--- src/rtl/uart_rx_fifo.sv ---
// UART receiver (8N1, oversampled) feeding a small receive FIFO with valid/ready pop.
// Build option: define UART_RX_FIFO_DEPTH4_EN for a 4-entry FIFO; otherwise a single holding register.
module uart_rx_fifo #(
  parameter int unsigned CLOCK_FREQ    = 100_000_000,
  parameter int unsigned BAUD_RATE     = 115200,
  parameter int unsigned SAMPLING_RATE = 16
) (
  input  logic       clk,
  input  logic       reset,
  input  logic       RsRx,
  output logic [7:0] data_out,
  output logic       valid,
  input  logic       ready,
  output logic       receiving,
  output logic       frame_error,
  output logic       overrun
);

  localparam int unsigned DIV    = CLOCK_FREQ / (BAUD_RATE * SAMPLING_RATE);
  localparam int unsigned TICK_W = (DIV > 1) ? $clog2(DIV) : 1;
  localparam int unsigned SMP_W  = $clog2(SAMPLING_RATE);
`ifdef UART_RX_FIFO_DEPTH4_EN
  localparam int unsigned DEPTH  = 4;
`else
  localparam int unsigned DEPTH  = 1;
`endif
  localparam int unsigned PTR_W  = (DEPTH > 1) ? $clog2(DEPTH) : 1;
  localparam int unsigned CNT_W  = $clog2(DEPTH + 1);

  typedef enum logic [1:0] {
    IDLE  = 2'd0,
    START = 2'd1,
    DATA  = 2'd2,
    STOP  = 2'd3
  } state_e;

  logic              rx_meta_q, rx_meta_d;
  logic              rx_s_q, rx_s_d;
  logic [TICK_W-1:0] tick_cnt_q, tick_cnt_d;
  state_e            state_q, state_d;
  logic [SMP_W-1:0]  smp_cnt_q, smp_cnt_d;
  logic [2:0]        bit_cnt_q, bit_cnt_d;
  logic [7:0]        shift_q, shift_d;
  logic [PTR_W-1:0]  rd_ptr_q, rd_ptr_d;
  logic [PTR_W-1:0]  wr_ptr_q, wr_ptr_d;
  logic [CNT_W-1:0]  count_q, count_d;
  logic              valid_q, valid_d;
  logic              receiving_q, receiving_d;
  logic              frame_error_q, frame_error_d;
  logic              overrun_q, overrun_d;
  logic [7:0]        mem_q [DEPTH];

  logic tick_c;
  logic push_c;
  logic ferr_c;
  logic pop_c;
  logic full_c;
  logic wr_en_c;

  assign tick_c = (tick_cnt_q == TICK_W'(DIV - 1));

  // Synchronizer and free-running oversample tick; never realigned to the start edge.
  always_comb begin
    rx_meta_d  = RsRx;
    rx_s_d     = rx_meta_q;
    tick_cnt_d = tick_c ? '0 : tick_cnt_q + TICK_W'(1);
  end

  // Frame FSM: counts ticks within each state, samples mid-bit after the start check.
  always_comb begin
    state_d   = state_q;
    smp_cnt_d = smp_cnt_q;
    bit_cnt_d = bit_cnt_q;
    shift_d   = shift_q;
    push_c    = 1'b0;
    ferr_c    = 1'b0;
    if (tick_c) begin
      unique case (state_q)
        IDLE: begin
          if (!rx_s_q) begin
            state_d   = START;
            smp_cnt_d = '0;
          end
        end
        START: begin
          if (smp_cnt_q == SMP_W'(SAMPLING_RATE / 2 - 1)) begin
            smp_cnt_d = '0;
            bit_cnt_d = '0;
            state_d   = rx_s_q ? IDLE : DATA;
          end else begin
            smp_cnt_d = smp_cnt_q + SMP_W'(1);
          end
        end
        DATA: begin
          if (smp_cnt_q == SMP_W'(SAMPLING_RATE - 1)) begin
            smp_cnt_d = '0;
            shift_d   = {rx_s_q, shift_q[7:1]};
            if (bit_cnt_q == 3'd7) begin
              state_d   = STOP;
              bit_cnt_d = '0;
            end else begin
              bit_cnt_d = bit_cnt_q + 3'd1;
            end
          end else begin
            smp_cnt_d = smp_cnt_q + SMP_W'(1);
          end
        end
        STOP: begin
          if (smp_cnt_q == SMP_W'(SAMPLING_RATE - 1)) begin
            smp_cnt_d = '0;
            state_d   = IDLE;
            push_c    = rx_s_q;
            ferr_c    = !rx_s_q;
          end else begin
            smp_cnt_d = smp_cnt_q + SMP_W'(1);
          end
        end
        default: begin
          state_d   = IDLE;
          smp_cnt_d = '0;
        end
      endcase
    end
  end

  // FIFO bookkeeping: a pop frees a slot in the same cycle, so push+pop succeeds when full.
  assign pop_c   = valid_q && ready;
  assign full_c  = (count_q == CNT_W'(DEPTH));
  assign wr_en_c = push_c && (!full_c || pop_c);

  always_comb begin
    rd_ptr_d = rd_ptr_q;
    wr_ptr_d = wr_ptr_q;
    count_d  = count_q;
    if (pop_c) begin
      rd_ptr_d = (rd_ptr_q == PTR_W'(DEPTH - 1)) ? '0 : rd_ptr_q + PTR_W'(1);
    end
    if (wr_en_c) begin
      wr_ptr_d = (wr_ptr_q == PTR_W'(DEPTH - 1)) ? '0 : wr_ptr_q + PTR_W'(1);
    end
    unique case ({wr_en_c, pop_c})
      2'b10:   count_d = count_q + CNT_W'(1);
      2'b01:   count_d = count_q - CNT_W'(1);
      default: count_d = count_q;
    endcase
    valid_d       = (count_d != '0);
    receiving_d   = (state_d != IDLE);
    frame_error_d = ferr_c;
    overrun_d     = push_c && full_c && !pop_c;
  end

  always_ff @(posedge clk) begin
    if (reset) begin
      rx_meta_q     <= 1'b1;
      rx_s_q        <= 1'b1;
      tick_cnt_q    <= '0;
      state_q       <= IDLE;
      smp_cnt_q     <= '0;
      bit_cnt_q     <= '0;
      shift_q       <= '0;
      rd_ptr_q      <= '0;
      wr_ptr_q      <= '0;
      count_q       <= '0;
      valid_q       <= 1'b0;
      receiving_q   <= 1'b0;
      frame_error_q <= 1'b0;
      overrun_q     <= 1'b0;
    end else begin
      rx_meta_q     <= rx_meta_d;
      rx_s_q        <= rx_s_d;
      tick_cnt_q    <= tick_cnt_d;
      state_q       <= state_d;
      smp_cnt_q     <= smp_cnt_d;
      bit_cnt_q     <= bit_cnt_d;
      shift_q       <= shift_d;
      rd_ptr_q      <= rd_ptr_d;
      wr_ptr_q      <= wr_ptr_d;
      count_q       <= count_d;
      valid_q       <= valid_d;
      receiving_q   <= receiving_d;
      frame_error_q <= frame_error_d;
      overrun_q     <= overrun_d;
    end
  end

  // Storage needs no reset: contents are only observed while valid is high.
  always_ff @(posedge clk) begin
    if (wr_en_c && !reset) begin
      mem_q[wr_ptr_q] <= shift_q;
    end
  end

  assign data_out    = mem_q[rd_ptr_q];
  assign valid       = valid_q;
  assign receiving   = receiving_q;
  assign frame_error = frame_error_q;
  assign overrun     = overrun_q;

endmodule

--- config.mk ---
export PLATFORM = sky130hd
export DESIGN_NAME = uart_rx_fifo
export DESIGN_NICKNAME = d
export VERILOG_FILES = /design/src/rtl/uart_rx_fifo.sv
export SDC_FILE = /design/constraint.sdc
export NUM_CORES = 1
export LEC_CHECK = 0
export CAP_MARGIN = 30
export CELL_PAD_IN_SITES_DETAIL_PLACEMENT = 0
export CELL_PAD_IN_SITES_GLOBAL_PLACEMENT = 1
export CORE_MARGIN = 2
export CORE_UTILIZATION = 49
export CTS_BUF_LIST = sky130_fd_sc_hd__clkbuf_8
export DETAILED_ROUTE_END_ITERATION = 8
export PLACE_DENSITY_LB_ADDON = 0.1
export SETUP_SLACK_MARGIN = 0.02
export SLEW_MARGIN = 30
export SYNTH_ARGS = -nofsm -noshare
export SYNTH_HDL_FRONTEND = slang
export SYNTH_SLANG_ARGS = --single-unit
--- constraint.sdc ---
create_clock -name clk -period 5.6 [get_ports clk]
set_input_delay 0.84 -clock clk [delete_from_list [all_inputs] [get_ports clk]]
set_output_delay 0.84 -clock clk [all_outputs]
set_load 0.05 [all_outputs]
Word level (Yosys, flattened, before mapping):

Memory sizes are Yosys's and may differ from the RTL's.
Index checks and enable logic that the tools add are counted.

* add/subtract/negate cells: 5
* equality and inequality tests: 12
* muxes and demuxes: 22
* bitwise gates (word level): 3
* reductions and logical operators: 20

Operator list (count)
* 2-to-1 mux 2 bit: 7
* 2-to-1 mux 4 bit: 3
* case mux 4 bit (3 select lines): 1
* 2-to-1 mux 3 bit: 3
* case mux 2 bit (4 select lines): 1
* adder 6 x 1 -> 6 bit, second input constant: 1
* equality test 2 bit, second input constant: 3
* equality test 6 bit, second input constant: 1
* inequality test 2 bit, second input constant: 3
* case mux 3 bit (2 select lines): 1
* nonzero test 2 bit: 3
* logical AND 1 bit: 5
* 2-to-1 mux 1 bit: 5
* adder 4 x 1 -> 4 bit, second input constant: 1
* equality test 2 x 1 -> 1 bit, second input constant: 2
* equality test 4 x 3 -> 1 bit, second input constant: 1
* equality test 4 bit, second input constant: 1
* logical NOT 1 bit: 4
* AND reduction 4 bit: 1
* OR reduction 2 bit: 2
* OR reduction 4 bit: 1
* adder 3 x 1 -> 3 bit, second input constant: 1
* equality test 3 bit, second input constant: 1
* inverter 1 bit: 3
* other kinds (7): 7

* register bits: 29
* bits in writable memories: 8
* bits of input ports: 4
* output and inout port bits: 12
* logic and storage cells: 74
* memories kept: 1

Memory list
* mem_q: words 1, width 8, read ports 1, clocked after memory_dff 0, wr ports 1, RTL line 51 `logic [7:0] mem_q [DEPTH];`

Longest topological paths before layout:

* depth after elaboration: 8
* mapped depth: 7
* depth with buffers taken out: 6

Least setup slack after synthesis:

Ideal clock, no wire load.

* path type: reg2reg
* from: register smp_cnt_q[0]
* to: memory mem_q[0][0], enable pin
* library setup time: 0.373 ns
* arrival time: 1.628 ns
* data required time: 5.227 ns
* setup slack: 3.599 ns
* stages on the path, launching flop included: 6
* buffers on the path: 0
* clock period less this slack: 2.001 ns
* path through: dfxtp_1 > ha_1 > nand4_2 > nor3_1 > nand3_1 > nor2b_1

* cells in the longest elaborated chain, start to end: 8

Ends and longest elaborated chain
* start, declared: RTL line 41 `logic [SMP_W-1:0] smp_cnt_q, smp_cnt_d;`
* start signal, assigned: RTL line 173 `smp_cnt_q <= smp_cnt_d;`
* equality test 4 bit: RTL line 109 `if (smp_cnt_q == SMP_W'(SAMPLING_RATE - 1)) begin`
* 2-to-1 mux 1 bit: RTL line 109
* 2-to-1 mux 1 bit: RTL line 78 `unique case (state_q)`
* 2-to-1 mux 1 bit: RTL line 77 `if (tick_c) begin`
* logical AND 1 bit: RTL line 129 `assign wr_en_c = push_c && (!full_c || pop_c);`
* logical AND 1 bit: RTL line 188 `if (wr_en_c && !reset) begin`
* 2-to-1 mux 1 bit: RTL line 188
* 2-to-1 mux 1 bit (implied by the code): RTL line 189 `mem_q[wr_ptr_q] <= shift_q;`
* end, declared: RTL line 51

No other way between the ends.

Worst setup path in the final report:

* from: input reset
* to: memory mem_q[0][1], enable pin

* cells in the longest elaborated chain, start to end: 4

Ends and longest elaborated chain
* start, declared: RTL line 9 `input logic reset,`
* logical NOT 1 bit: RTL line 188
* logical AND 1 bit: RTL line 188
* 2-to-1 mux 1 bit: RTL line 188
* 2-to-1 mux 1 bit (implied by the code): RTL line 189

No other way between the ends.

==> results.cfg <==
[outcome]
status = finished clean

[timing]
rsz0062_at_grt = no
fin_hold_ws_ps = 415
max_slew.worst_pin.slew_ps = 751
setup_violations = 0
finalWorstSetupSlack_ps = 2980
relSlewSlack_pct = 49.8
setup-tns-final_ps = 0
fin_crit_ps = 2620
period_share_pct = 46.8
timing.fmax_mhz = 381
skew_ps = 4.43
final_max_slew_viol_count = 0
hold_viol = 0

[setup_path]
critical_path_arrival_ps = 2540
critPathCaptureType = register
cp_max_fo = 23
critical_path_class = input pin to register
start_kind = input pin
crit_required_ps = 5520

[clock_network]
clk_pin_slew_ps = 70
clock_latency_ps = 280
clock-sinks = 37
cts_setup_buffers = 0
cts_made_buffers = 5
root_buffer = clkbuf_8
htree_num_levels = 2
cts_resized = 0
postCtsHoldBufs = 0
clk_path_buf_depth = 2
cts_tree = built

[logic_synthesis]
syn-cell-area_um2 = 1530
synthAdderAreaFrac_pct = 4.10
synthesis.nets = 150
synth_cell_types = 40
synth_top_area_cell = dfxtp_1
avgSynthCellArea_um2 = 10.8
yosysWarningCount = 0
synthMuxAreaShare_pct = 7.94
synth_top_area_share_pct = 38.0
synthCells = 141
ys_seq_elements = 37
synth.yosys.seq_area_share_pct = 53.7
synth_xor_area_share_pct = 2.29
ys_top_cells_by_area = dfxtp_1 (38%), edfxtp_1 (16%), mux2i_1 (7.2%)
synth_simple_gate_area_share_pct = 20.6
synth-compound-area-share_pct = 8.60
synth_top_family_by_area = simple AND/OR/NAND/NOR gates

[power]
swShare_pct = 20.7
internal-power_mw = 0.363
clkPwrFrac_pct = 37.4
pwr-share-seq_pct = 60.3
peakVddDrop_v = 0.000184
power_density_nw_per_um2 = 258
power.switching_mw = 0.0948
p_leak_nw = 0.698
power_frac_comb_pct = 2.3
power_mw = 0.458

[finish]
postLayoutCoreUtil_pct = 59.1
fillerInstances = 268
num_antenna_cells = 0
drive_above_1_share_pct = 12.0
final_area_um2 = 1780
multi_input_area_um2 = 666
area_growth_pct = 16.2
seqCellArea_um2 = 821
layout.nets = 166
fin_cells = 191

[global_route]
use_met3_pct = 6.49
grt_start_max_net_pins = 24
grt_use_met1_pct = 18.5
grt-ovfl-total = 0
use_met2_pct = 22.8
grt_pass1_vias = 930
grt_pass1_wl_mm = 3.97
busiest_layer = met2
antenna_found_initial = 0
grt_usage_pct = 15.5

[placed_design]
place_ws_ps = 2640
dp.cells = 183
post_dp_cell_area_um2 = 1690
gp_congestion = 0.735
hpwl_mm = 1.71
port_buffers = 15

[floorplanning]
die-area_um2 = 3580
io_pins = 16
placementRows = 20
core_um2 = 3000
fp.dieW_um = 59.8
die_y_um = 59.8
start_util_pct = 50.9

[routing]
viasPerCell = 5.39
drcViolationCount = 0
postRouteAntennaNets = 0
vias = 1029
drtIter0Drc = 33
wl_per_cell_um = 12.2
firstDrtPassIters = 4
routed_wl_mm = 2.34

[job]
max_cap_violations = 0

[hold_path]
worstHoldPathType = register to register
cell usage after synthesis:
master / count
a41o_1: 1
mux2i_1: 11
a31oi_1: 1
mux2_2: 1
nor3_4: 1
nand2_1: 4
nand3b_1: 1
dfxtp_1: 29
nand3b_4: 1
o21ai_0: 1
xor2_1: 2
nand2b_1: 2
ha_1: 5
clkbuf_1: 3
a21oi_1: 3
nor2b_1: 1
edfxtp_1: 8
o211a_1: 1
nor4_1: 2
nor3_1: 3
buf_2: 3
a211oi_1: 1
a221oi_2: 1
nand4_1: 1
nor2_1: 27
o32ai_1: 1
or2_2: 4
a211oi_4: 1
a221o_1: 1
a21o_1: 1
xnor2_1: 2
or4_4: 1
nand3_1: 4
nand4_2: 1
inv_1: 4
o21bai_1: 1
a22o_1: 1
or3b_2: 1
and2_1: 2
and3_1: 2
final timing paths:
| kind | from | endpoint | slack, ps | cells past startpoint |
|---|---|---|---|---|
| setup / recovery | reset | mem_q[0][1] | 2980 | 4 |
| hold / removal | rx_meta_q | rx_s_q | 420 | 1 |
| setup reg to reg | smp_cnt_q[1] | mem_q[0][1] | 3300 | 5 |
| hold reg to reg | rx_meta_q | rx_s_q | 420 | 1 |
power groups by stage:
stage / Sequential, mW / Combinational, mW / Clock [mW]
after floorplan: 0.281 / 0.00739 / 0
after global placement: 0.282 / 0.0105 / 0
after detailed placement: 0.282 / 0.0107 / 0
after CTS: 0.276 / 0.0108 / 0.179
after global routing: 0.276 / 0.0119 / 0.192
final: 0.276 / 0.0106 / 0.171
layout make-up:
class	count	share of cell area, %
timing repair buffer	15	8.46
multi-input combinational	94	37.5
inverter	4	0.846
clock inverter	3	0.775
clock buffer	5	3.88
sequential	37	46.2
tap	33	2.33
state kept, by name, summed over array words and instances (netlist names):
| register | flops |
|---|---|
| mem_q | 8 |
| shift_q | 8 |
| tick_cnt_q | 6 |
| smp_cnt_q | 4 |
| bit_cnt_q | 3 |
| state_q | 2 |
| frame_error | 1 |
| overrun | 1 |
| receiving | 1 |
| rx_meta_q | 1 |
| rx_s_q | 1 |
| valid | 1 |
layer usage:
metal  vias to the layer above  wire [µm]
li1                        522          -
met3                         5         95
met1                       484       1100
met4                         0         40
met5                         -          0
met2                        18       1100
logic make-up after synthesis:
| family | count (synthesis) |
|---|---|
| adder cells (fa/ha/maj) | 5 |
| AND/OR/NAND/NOR | 58 |
| buffers and inverters | 10 |
| AO/OA/AOI/OAI | 15 |
| multiplexers | 12 |
| flip-flops | 37 |
| XOR/XNOR | 4 |
placed cells by master (no fill, tap or decap), types with 3 or more instances in the layout:
master | synthesis | final
nand2_1 | 4 | 4
dfxtp_1 | 29 | 29
nor3_1 | 3 | 3
inv_1 | 4 | 5
clkdlybuf4s50_1 | 0 | 15
mux2i_1 | 11 | 11
ha_1 | 5 | 5
a21oi_1 | 3 | 3
nor2_1 | 27 | 27
nand3_1 | 4 | 4
or2_2 | 4 | 4
clkbuf_8 | 0 | 5
edfxtp_1 | 8 | 8
worst max-delay path, stage by stage:
cell             delay, ps
clkdlybuf4s50_1        790
nor2_1                 240
nand3_1                140
nor2b_1                530
(Power assumes the default switching activity.)
==> variant (same settings) <==
Reset style: asynchronous (`reset`), changed in one clocked block.
--- a/src/rtl/uart_rx_fifo.sv
+++ b/src/rtl/uart_rx_fifo.sv
@@ -151,3 +151,3 @@
 
-  always_ff @(posedge clk) begin
+  always_ff @(posedge clk or posedge reset) begin
     if (reset) begin
Behaviour: no difference found for any inputs over 10 cycles, from zero or initial values and one cycle with reset high; that may be too few to reach the edited logic, so the function may still have changed.
==> variant against the original RTL <==
  * Worst hold slack got worse by 0.056 ns
  * Clock skew down 0.00079 ns
  * Synthesized area rose by 5.5%
  * Sequential cell count did not move
  * Setup slack better by 0.12 ns
  * Largest power group unchanged
  * Cell count grew 2.6%
  * Routed wire length rose by 15%
  * First-iteration DRC count grew 6.1%
  * Final area grew 6.0%
  * Synthesized cell count shrank 5.0%
  * Power is 1.1% higher
==> variant: results (changes against the original RTL) <==
first-pass GRT wire length=4.49 mm (was 3.97 mm); dpl ws=2.90 ns (was 2.64 ns); nets=160 (was 166); CTS Buffer Depth=2 (unchanged); Synth Area in XOR/XNOR=0.0217 (was 0.0229); worst slew pin tran=0.669 ns (was 0.751 ns); layout cells sized above 1=0.145 (was 0.120); worst-path fanout max=8 (was 23); synth cell count leaders=27 x dfrtp_1, 13 x nor2_1, 10 x nand2_1 (was 29 x dfxtp_1, 27 x nor2_1, 11 x mux2i_1); post-synthesis mux area share=0.0629 (was 0.0794); Vias per Instance=5.35 (was 5.39); number of global-route vias before repair=1006 (was 930); pin count of the biggest net entering global routing=31 (was 24); Synth Area in Adders=0.0388 (was 0.0410); PortBufs=15 (unchanged); GRT Overall Usage=0.169 (was 0.155); post-synth net total=143 (was 150); Leak Pwr=0.826 nW (was 0.698 nW); GR Layer Usage met3=0.0756 (was 0.0649); status=finished clean (unchanged); dpl hpwl=1.90 mm (was 1.71 mm); met2 usage=0.248 (was 0.228); post-route setup slack=3.10 ns (was 2.98 ns); GRT met1 Usage=0.226 (was 0.185); antenna diode instance count=0 (unchanged); Peak VDD IR=0.167 mV (was 0.184 mV); Synth Flop Type=dfrtp_1 (was dfxtp_1); Area contributors post-synth=dfrtp_1 42%, edfxtp_1 15%, mux2_2 6.3% (was dfxtp_1 38%, edfxtp_1 16%, mux2i_1 7.2%); initial DRC count=35 (was 33); count of cell types in the netlist=39 (was 40); final wirelength=2.69 mm (was 2.34 mm); post-synthesis compound-gate area fraction=0.0932 (was 0.0860); gp weighted congestion=0.739 (was 0.735); Synth async-reset ratio=0.784 (was 0); crit path DAT=2.43 ns (was 2.54 ns)
variant: cells by family (layout without fill, tap and decap cells):
| group | count (synthesis) | after routing |
|---|---|---|
| and+or+nand+nor | 44 | 44 |
| DFF | 37 | 37 |
| AOI/OAI and AO/OA | 23 | 23 |
| buffers and inverters | 12 | 30 |
| muxes | 9 | 9 |
| adders and majority gates | 5 | 5 |
| xor gates and xnor gates | 4 | 4 |
variant: per-layer routing:
metal | share of wire | routed length (µm)
met1 | 0.46 | 1240
met2 | 0.49 | 1310
met3 | 0.045 | 120
met4 | 0.0071 | 19
met5 | 0 | 0
variant: critical path, cell delays in order (launching register included):
cell     delay [ns]
dfrtp_1        0.38
ha_1           0.29
nand4_2        0.15
or2_0          0.36
or3_4          0.43
nor2_1         0.54
variant: per-stage QoR:
step	instances	area, µm²	hold slack, ns
2_1_floorplan	134	1610	0.345
3_3_place_gp	188	1800	0.347
3_5_place_dp	188	1800	0.350
4_1_cts	196	1880	0.361
5_1_grt	196	1880	0.365
6_report	196	1880	0.359
variant: path summary, 6_finish.rpt:
path,startpoint,endpoint,depth (start not counted)
max in group asynchronous,reset,rx_s_q,3
worst min-delay path,rx_meta_q,rx_s_q,0
worst max register to register,smp_cnt_q[1],mem_q[0][6],5
min in group asynchronous,reset,shift_q[7],3
worst min register to register,rx_meta_q,rx_s_q,0
worst max-delay path,smp_cnt_q[1],mem_q[0][6],5
variant: area by class of cell:
cell class	instances	area, µm²
Clock buffer	5	68.8
Tap cell	44	55.1
Clock inverter	3	17.5
Timing Repair Buffer	16	158
Sequential cell	37	968
Fill cell	281	1220
Multi-Input combinational cell	85	592
Inverter	6	22.5
variant: report_power, final:
part / internal, mW / switching, mW
logic: 0.00296 / 0.00493
registers: 0.275 / 0.000704
clock network: 0.0859 / 0.0928
total: 0.364 / 0.0985
